### config.mk
export PLATFORM = sky130hd
export DESIGN_NAME = controlador_posicao_alvo
export DESIGN_NICKNAME = d
export VERILOG_FILES = /design/src/rtl/controlador_posicao_alvo.sv
export SDC_FILE = /design/constraint.sdc
export NUM_CORES = 1
export LEC_CHECK = 0
export BUFFER_PORTS_ARGS = -buffer_cell sky130_fd_sc_hd__buf_2
export CAP_MARGIN = 25
export CORE_AREA = 4 4 46 57
export CTS_BUF_LIST = sky130_fd_sc_hd__clkbuf_8 sky130_fd_sc_hd__clkbuf_16
export DETAILED_ROUTE_END_ITERATION = 8
export DIE_AREA = 0 0 50 61
export GPL_ROUTABILITY_DRIVEN = 0
export PLACE_DENSITY = 0.72
export SYNTH_ARGS = -nofsm -noshare
export SYNTH_HDL_FRONTEND = slang
export SYNTH_SLANG_ARGS = --single-unit
### constraint.sdc
create_clock -name clk -period 1.9 [get_ports clk]
set_clock_uncertainty 0.1 [all_clocks]
set_input_delay 0.19 -clock clk [delete_from_list [all_inputs] [get_ports clk]]
set_output_delay 0.19 -clock clk [all_outputs]
set_load 0.005 [all_outputs]
### src/rtl/controlador_posicao_alvo.sv
// -----------------------------------------------------------------------------
// controlador_posicao_alvo
//
// Purpose:
//    Target-position controller. Accepts a 3-bit target code while idle and
//    walks a registered 3-bit position one step every STEP_DIV cycles toward
//    it. On arrival it pulses `arrived`, then dwells for DWELL cycles before
//    it accepts the next request. `match` is the 3-bit equality decision
//    between the position and the target, in the same form the code
//    comparator produces.
//
// Parameters:
//    STEP_DIV  clock cycles per position step (>=1)
//    DWELL     cycles spent dwelling after arrival (>=1)
//
// Ports:
//    clk         single clock, rising edge
//    rst_n       synchronous active-low reset
//    req_valid   target request present
//    req_target  requested code 0..7
//    req_ready   block is idle and can accept a request
//    pos         current position code
//    match       pos == target (decoded from registers)
//    mov_up      moving toward a higher code
//    mov_dn      moving toward a lower code
//    arrived     one-cycle registered pulse on arrival
//    busy        state is not IDLE
// -----------------------------------------------------------------------------
module controlador_posicao_alvo #(
   parameter int STEP_DIV = 4,
   parameter int DWELL    = 8
) (
   input  logic       clk,
   input  logic       rst_n,
   input  logic       req_valid,
   input  logic [2:0] req_target,
   output logic       req_ready,
   output logic [2:0] pos,
   output logic       match,
   output logic       mov_up,
   output logic       mov_dn,
   output logic       arrived,
   output logic       busy
);

   localparam int SW = (STEP_DIV > 1) ? $clog2(STEP_DIV) : 1;
   localparam int DW = (DWELL > 1) ? $clog2(DWELL) : 1;
   localparam logic [SW-1:0] STEP_LAST  = SW'(STEP_DIV - 1);
   localparam logic [DW-1:0] DWELL_LAST = DW'(DWELL - 1);

   typedef enum logic [1:0] {
      S_IDLE  = 2'd0,
      S_MOVE  = 2'd1,
      S_DWELL = 2'd2
   } state_t;

   state_t          r_state;
   state_t          w_state_nxt;
   logic [2:0]      r_pos;
   logic [2:0]      r_target;
   logic [SW-1:0]   r_step_cnt;
   logic [DW-1:0]   r_dwell_cnt;
   logic            r_dir;        // 1 = up, 0 = down
   logic            r_arrived;

   logic            w_step_edge;
   logic [2:0]      w_pos_step;
   logic            w_arrive_move;
   logic            w_dwell_done;
   logic [2:0]      w_eq_bits;

   // One saturating step. A legal request never reaches the rails in the
   // wrong direction, but the position must never wrap 7<->0.
   function automatic logic [2:0] step_sat(input logic [2:0] p, input logic up);
      if (up) begin
         return (p == 3'd7) ? p : p + 3'd1;
      end else begin
         return (p == 3'd0) ? p : p - 3'd1;
      end
   endfunction

   assign w_step_edge   = (r_state == S_MOVE) && (r_step_cnt == STEP_LAST);
   assign w_pos_step    = step_sat(r_pos, r_dir);
   assign w_arrive_move = w_step_edge && (w_pos_step == r_target);
   assign w_dwell_done  = (r_state == S_DWELL) && (r_dwell_cnt == DWELL_LAST);

   // Bitwise equality, reduced by AND: same decision the comparator emits.
   assign w_eq_bits = ~(r_pos ^ r_target);

   // State register
   always_ff @(posedge clk) begin
      if (!rst_n) begin
         r_state <= S_IDLE;
      end else begin
         r_state <= w_state_nxt;
      end
   end

   // Next-state decode
   always_comb begin
      w_state_nxt = r_state;
      case (r_state)
         S_IDLE: begin
            if (req_valid) begin
               w_state_nxt = (req_target == r_pos) ? S_DWELL : S_MOVE;
            end
         end
         S_MOVE: begin
            if (w_arrive_move) begin
               w_state_nxt = S_DWELL;
            end
         end
         S_DWELL: begin
            if (w_dwell_done) begin
               w_state_nxt = S_IDLE;
            end
         end
         default: w_state_nxt = S_IDLE;
      endcase
   end

   // Position, target, counters and arrival pulse
   always_ff @(posedge clk) begin
      if (!rst_n) begin
         r_pos       <= 3'd0;
         r_target    <= 3'd0;
         r_step_cnt  <= '0;
         r_dwell_cnt <= '0;
         r_dir       <= 1'b1;
         r_arrived   <= 1'b0;
      end else begin
         // Pulse only on the transition into DWELL, never while dwelling.
         r_arrived <= (w_state_nxt == S_DWELL) && (r_state != S_DWELL);
         case (r_state)
            S_IDLE: begin
               if (req_valid) begin
                  r_target    <= req_target;
                  r_step_cnt  <= '0;
                  r_dwell_cnt <= '0;
                  r_dir       <= (req_target > r_pos);
               end
            end
            S_MOVE: begin
               if (w_step_edge) begin
                  r_pos      <= w_pos_step;
                  r_step_cnt <= '0;
                  if (w_arrive_move) begin
                     r_dwell_cnt <= '0;
                  end
               end else begin
                  r_step_cnt <= r_step_cnt + SW'(1);
               end
            end
            S_DWELL: begin
               r_dwell_cnt <= w_dwell_done ? '0 : r_dwell_cnt + DW'(1);
            end
            default: begin
               r_step_cnt <= '0;
            end
         endcase
      end
   end

   assign req_ready = (r_state == S_IDLE);
   assign busy      = (r_state != S_IDLE);
   assign mov_up    = (r_state == S_MOVE) &&  r_dir;
   assign mov_dn    = (r_state == S_MOVE) && !r_dir;
   assign match     = &w_eq_bits;
   assign pos       = r_pos;
   assign arrived   = r_arrived;

endmodule

==> reports/qor.txt, run 1 <==
Power Density: 605.0 nW/um^2
Antenna violations before repair: 0
Max-cap violation count: 0
Clk sinks: 15
Global route overflow: 0
Number of synthesized flops with an enable pin: 0
Pin count of the biggest net entering global routing: 17
CTS Root Cell: sky130_fd_sc_hd__clkbuf_8
Reg clk slew, reported paths: 70 ps
CP Max Fanout: 6
Syn Nets: 136
WP data arrival: 1980 ps
Drc violations: 0
Worst-Margin Slew: 351.0 ps
Drt first-iter violations: 17
Post-layout total power: 0.7517 mW
Element type at the critical path start: register
I/O pin count: 15
Vias per cell: 5.382
Final setup violation count: 1
Total clock buffers created by CTS: 3
Final setup slack of the worst path: -27.25 ps
# placed instances: 169
Final hold violations: 0
Biggest area contributors in the synthesized netlist: sky130_fd_sc_hd__dfxtp_1 30%, sky130_fd_sc_hd__ha_1 11%, sky130_fd_sc_hd__nand3_1 4.0%
Syn_area_per_cell: 8.314 um^2
Start-to-end type of the worst setup path: register to register
Net total in the final layout: 159
Syn. warnings: 0
Fin. max-slew vios: 0
Most used DFF post-synth: sky130_fd_sc_hd__dfxtp_1
Synth unique cells: 40
Clock period minus final worst setup slack: 1927 ps
Setup repair after global routing missed its margin: true
Setup TNS after final layout: -27.25 ps
Max stage delay cell, worst path: sky130_fd_sc_hd__dfxtp_4
Post-synth top area share: 0.2985
Worst slew margin relative to its limit: 0.7652
Failing checks: negative setup slack
First drt pass iteration count: 4
Most frequently used cell type in the post-synthesis netlist: sky130_fd_sc_hd__dfxtp_1
Number of buffers on the longest clock path: 2
Overall track demand over capacity in global routing: 0.1712
Path category of the worst min-delay check: input pin to register
Register bit total from synthesis: 15
Area Overhead vs Synth: 23.51%
Global-route wire length before repair: 3.870 mm
Post-Route Utilization: 0.6062
Total number of vias: 931
Number of antenna diodes: 0
CTS tree: done
Starting Density: 0.4908
Routed wire per std cell: 14.12 um
Netlist Area Pre-Place: 1006 um^2
Die Width: 50 um
Number of I/O port buffers: 14
Number of antenna-violating nets in the routed design: 0
Library cell with the largest summed area after synthesis: sky130_fd_sc_hd__dfxtp_1
Synth cell count leaders: 15 x sky130_fd_sc_hd__dfxtp_1, 9 x sky130_fd_sc_hd__ha_1, 9 x sky130_fd_sc_hd__nand2_1
Leakage power: 0.5549 nW
Total Wirelength: 2.442 mm
Clock insertion delay at the later pin of the skew report: 250 ps
Required @ worst endpoint: 1950 ps
Full die area: 3050 um^2
Share of post-route cells with drive strength above 1: 0.2867
Chain of cells forming the critical path: inv_4 -> ha_4 -> a21boi_1 -> a22o_1 -> o32a_1 -> and3_4 -> o211a_1
Count of standard-cell rows: 18
Final HPWL from detailed placement: 1.843 mm
Share of flip-flops with an asynchronous set or reset: 0
Placeable core region: 2049 um^2
Count of buffers added by post-CTS timing repair for setup: 0
Delay of the slowest cell on the worst path: 370 ps
Type of element capturing the critical path: register
FMAX: 0.5189 GHz
Die span in y: 61 um
Hold slack final: 104.3 ps
Clock H-tree levels: 1
Cell count after synthesis: 121
Sequential area share after synthesis: 0.2985
Via count of the first global-routing pass: 947
Result of the run: finished with violations
Max VDD drop: 452.0 uV
Final worst-path cycle share: 1.014
Number of cells in the finished layout apart from fillers: 173
==> cell type report <==
cell class	count	area, um^2
clock buffer	3	41.29
multi-input combinational	92	670.6
inverter	8	35.03
timing repair buffer	24	145.1
fill	189	807.0
clock inverter	1	5.005
sequential	15	307.8
tap	30	37.54
==> cells in the final DEF, fill, tap and decap left out, types with 2 or more instances in the layout <==
cell type	count
sky130_fd_sc_hd__xor2_1	4
sky130_fd_sc_hd__o211ai_1	3
sky130_fd_sc_hd__inv_4	2
sky130_fd_sc_hd__nand2_1	9
sky130_fd_sc_hd__a211oi_2	2
sky130_fd_sc_hd__nor2b_1	5
sky130_fd_sc_hd__and2_1	2
sky130_fd_sc_hd__o21ai_0	5
sky130_fd_sc_hd__ha_1	8
sky130_fd_sc_hd__buf_2	14
sky130_fd_sc_hd__nor3_1	4
sky130_fd_sc_hd__dfxtp_4	2
sky130_fd_sc_hd__nor2_1	5
sky130_fd_sc_hd__dfxtp_1	13
sky130_fd_sc_hd__clkbuf_8	3
sky130_fd_sc_hd__buf_4	10
sky130_fd_sc_hd__o21ai_1	3
sky130_fd_sc_hd__a22oi_1	3
sky130_fd_sc_hd__inv_1	6
sky130_fd_sc_hd__o21a_1	3
sky130_fd_sc_hd__a21oi_1	2
sky130_fd_sc_hd__a21boi_0	4
sky130_fd_sc_hd__nand3_1	8
==> per-layer routing <==
layer | up-vias | global-route usage | part of all wire
li1 | 477 | - | -
met1 | 424 | 0.1771 | 0.41
met2 | 28 | 0.3302 | 0.54
met3 | 2 | 0.02948 | 0.037
met4 | 0 | 0.08696 | 0.0086
met5 | - | 0 | 0
==> critical path, delay by kind of cell, from the launching register on <==
| kind | cells | cell delay [ps] |
|---|---|---|
| adders and majority gates | 1 | 230 |
| AOI/OAI and AO/OA | 4 | 890 |
| and+or+nand+nor | 1 | 200 |
| buffers and inverters | 1 | 40 |
| DFF | 1 | 370 |
==> cells by family (layout without fill, tap and decap cells) <==
kind of cell | after synthesis | after routing | share of synthesized area
AO/OA/AOI/OAI | 33 | 33 | 0.2326
buffers and inverters | 14 | 36 | 0.06094
AND/OR/NAND/NOR | 45 | 45 | 0.2525
flip-flops | 15 | 15 | 0.2985
adder cells (fa/ha/maj) | 9 | 9 | 0.1119
XOR/XNOR | 5 | 5 | 0.04353
==> state kept, by name, summed over array words and instances, names as in the netlist <==
| register | flops |
|---|---|
| arrived | 1 |
| pos | 3 |
| r_dir | 1 |
| r_dwell_cnt | 3 |
| r_state | 2 |
| r_step_cnt | 2 |
| r_target | 3 |
==> stage by stage <==
stage	setup slack [ps]	instance area (um^2)
6_report	-27.25	1242
3_5_place_dp	-35.11	1180
5_1_grt	-71.71	1242
2_1_floorplan	5.237	1028
4_1_cts	-26.03	1232
3_3_place_gp	3.798	1180
==> path summary, 6_finish.rpt <==
| path | from | end | slack (ps) | cells after the start |
|---|---|---|---|---|
| setup reg to reg | pos[1] | r_state[1] | -30 | 7 |
| setup / recovery | pos[1] | r_state[1] | -30 | 7 |
| hold reg to reg | r_target[1] | r_target[1] | 400 | 2 |
| hold / removal | req_target[1] | r_target[1] | 100 | 3 |
==> report_power, final <==
part           total (mW)  internal (mW)  switching [mW]
clock network       0.265          0.145           0.119
logic               0.142         0.0636          0.0788
registers           0.345          0.328          0.0164
total               0.752          0.538           0.214
==> timing repair <==
action | in CTS | in global routing
resized for setup | 4 | 3
setup endpoints to repair | 6 | 6
hold buffers | 0 | 0
pin swaps | 1 | 2
(Power assumes the default switching activity.)
==> run 2, diff against run 1 <==
- REMOVE_ABC_BUFFERS: unset -> 1
- clock period: 1.9 -> 1.7 ns (I/O delays scaled with it)
==> reports/qor.txt, run 2 (same netlist as run 1, synthesis figures left out) <==
Worst-case reg-to-reg path depth: 7
Count of standard-cell rows: 18
Starting Density: 0.4908
Number of antenna diodes: 0
Start-to-end type of the worst setup path: register to register
Final setup slack of the worst path: -183.0 ps
Setup slack of the worst register-to-register path: -180 ps
Power Density: 626.6 nW/um^2
Worst hold path startpoint: req_target[0]
First drt pass iteration count: 4
Vias per cell: 5.486
Max-cap violation count: 0
Leakage power: 0.5921 nW
Number of cells in the finished layout apart from fillers: 181
Chain of cells forming the critical path: inv_2 -> ha_4 -> a21boi_1 -> a22o_1 -> o32a_1 -> and3_4 -> o211a_1
Final hold violations: 0
Worst hold path endpoint: r_target[0]
Die span in y: 61 um
Result of the run: finished with violations
Area occupied by multi-input gates: 708.2 um^2
Drc violations: 0
Worst-Margin Slew: 304.3 ps
Drt first-iter violations: 10
Critical register-to-register path startpoint: pos[1]
Setup repair after global routing missed its margin: true
Post-Route Utilization: 0.6520
Final HPWL from detailed placement: 1.794 mm
Final worst-path cycle share: 1.108
Clock H-tree levels: 1
Post-Place Setup Slack: -325.4 ps
Die Width: 50 um
Total number of vias: 993
CTS tree: done
Type of element capturing the critical path: register
Max stage delay cell, worst path: sky130_fd_sc_hd__dfxtp_2
Delay of the slowest cell on the worst path: 330 ps
Hold Path Stages: 3
Net total in the final layout: 167
Placeable core region: 2049 um^2
WP data arrival: 1920 ps
Clock insertion delay at the later pin of the skew report: 250 ps
Worst setup path start: pos[1]
Routed wire per std cell: 12.89 um
Commonest non-fill, non-tap cells in the layout: 16 x sky130_fd_sc_hd__buf_4, 14 x sky130_fd_sc_hd__buf_2, 13 x sky130_fd_sc_hd__dfxtp_1
Full die area: 3050 um^2
Pin count of the biggest net entering global routing: 17
Reg clk slew, reported paths: 60 ps
Number of buffers on the longest clock path: 2
Sequential cell area: 302.8 um^2
Global route overflow: 0
Clock period minus final worst setup slack: 1883 ps
Area of all placed cells without fillers: 1336 um^2
CTS Root Cell: sky130_fd_sc_hd__clkbuf_8
Area Overhead vs Synth: 32.84%
Share of post-route cells with drive strength above 1: 0.3377
Via count of the first global-routing pass: 952
Overall track demand over capacity in global routing: 0.1684
# placed instances: 175
FMAX: 0.5311 GHz
Worst reg2reg endpoint: r_state[1]
Worst slew margin relative to its limit: 0.7964
Number of buffer and inverter instances along the worst setup path: 1
Path category of the worst min-delay check: input pin to register
Max VDD drop: 434.4 uV
Number of antenna-violating nets in the routed design: 0
Total Wirelength: 2.333 mm
Number of I/O port buffers: 14
Global-route wire length before repair: 3.919 mm
Antenna violations before repair: 0
Required @ worst endpoint: 1740 ps
Failing checks: negative setup slack
Final setup violation count: 6
Most common cell after layout, fill and taps aside: sky130_fd_sc_hd__buf_4
Element type at the critical path start: register
Setup TNS after final layout: -684.0 ps
Fin. max-slew vios: 0
Filler cell count: 169
Top delay family on crit path: compound AO/OA/AOI/OAI gates
I/O pin count: 15
CP Max Fanout: 6
Total clock buffers created by CTS: 3
Post-Place Cell Area: 1202 um^2
Clk sinks: 15
[run 2: cell count changes in the layout (fill, tap and decap cells not counted), sizes merged]
cell / previous run / this run
buf: 24 / 32
clkinv: 1 / 0
inv: 8 / 9
[run 2: through the flow]
step / power [mW] / hold WS, ps
after global routing: 0.8831 / 109.8
after global placement: 0.5500 / 348.1
after detailed placement: 0.5552 / 362.9
after CTS: 0.8404 / 98.82
after floorplan: 0.4855 / 158.9
final: 0.8373 / 93.65
[run 2: timing repair]
action	4_1_cts	5_1_grt
gates resized for setup	15	4
pin swaps	9	5
buffers inserted	2	0
hold buffers	0	0
endpoints found under the setup margin	6	8
[run 2: report_power, final]
group          leakage [nW]  switching (mW)  internal [mW]
Combinational         0.442          0.0919         0.0767
Sequential            0.123          0.0154          0.370
Clock                0.0269           0.123          0.160
Total                 0.592           0.230          0.607
[run 2: tightest hold or removal path: stages]
cell                       delay (ps)
sky130_fd_sc_hd__buf_2            110
sky130_fd_sc_hd__nand3_1           50
sky130_fd_sc_hd__a21boi_0          60
[run 2: how the worst max path moves through the flow]
stage                             to  depth (start not counted)
after global placement    r_state[1]                          7
final                     r_state[1]                          7
after floorplan           r_state[1]                          7
after global routing      r_state[1]                          7
after detailed placement  r_state[1]                          7
after CTS                 r_state[1]                          7
[run 2: final cells by class]
cell class	count	share of cell area
tap	30	0.02809
clock inverter	1	0.002809
multi-input combinational	92	0.5300
clock buffer	3	0.03090
inverter	8	0.02247
timing repair buffer	32	0.1592
sequential	15	0.2266
[run 2: metal layers]
metal  routed length, um  global-route usage  vias up
met1                1030              0.1826      476
met2                1196              0.3116       15
li1                    -                   -      496
met4                  40             0.08696        0
met5                   0                   0        -
met3                  65             0.03194        6
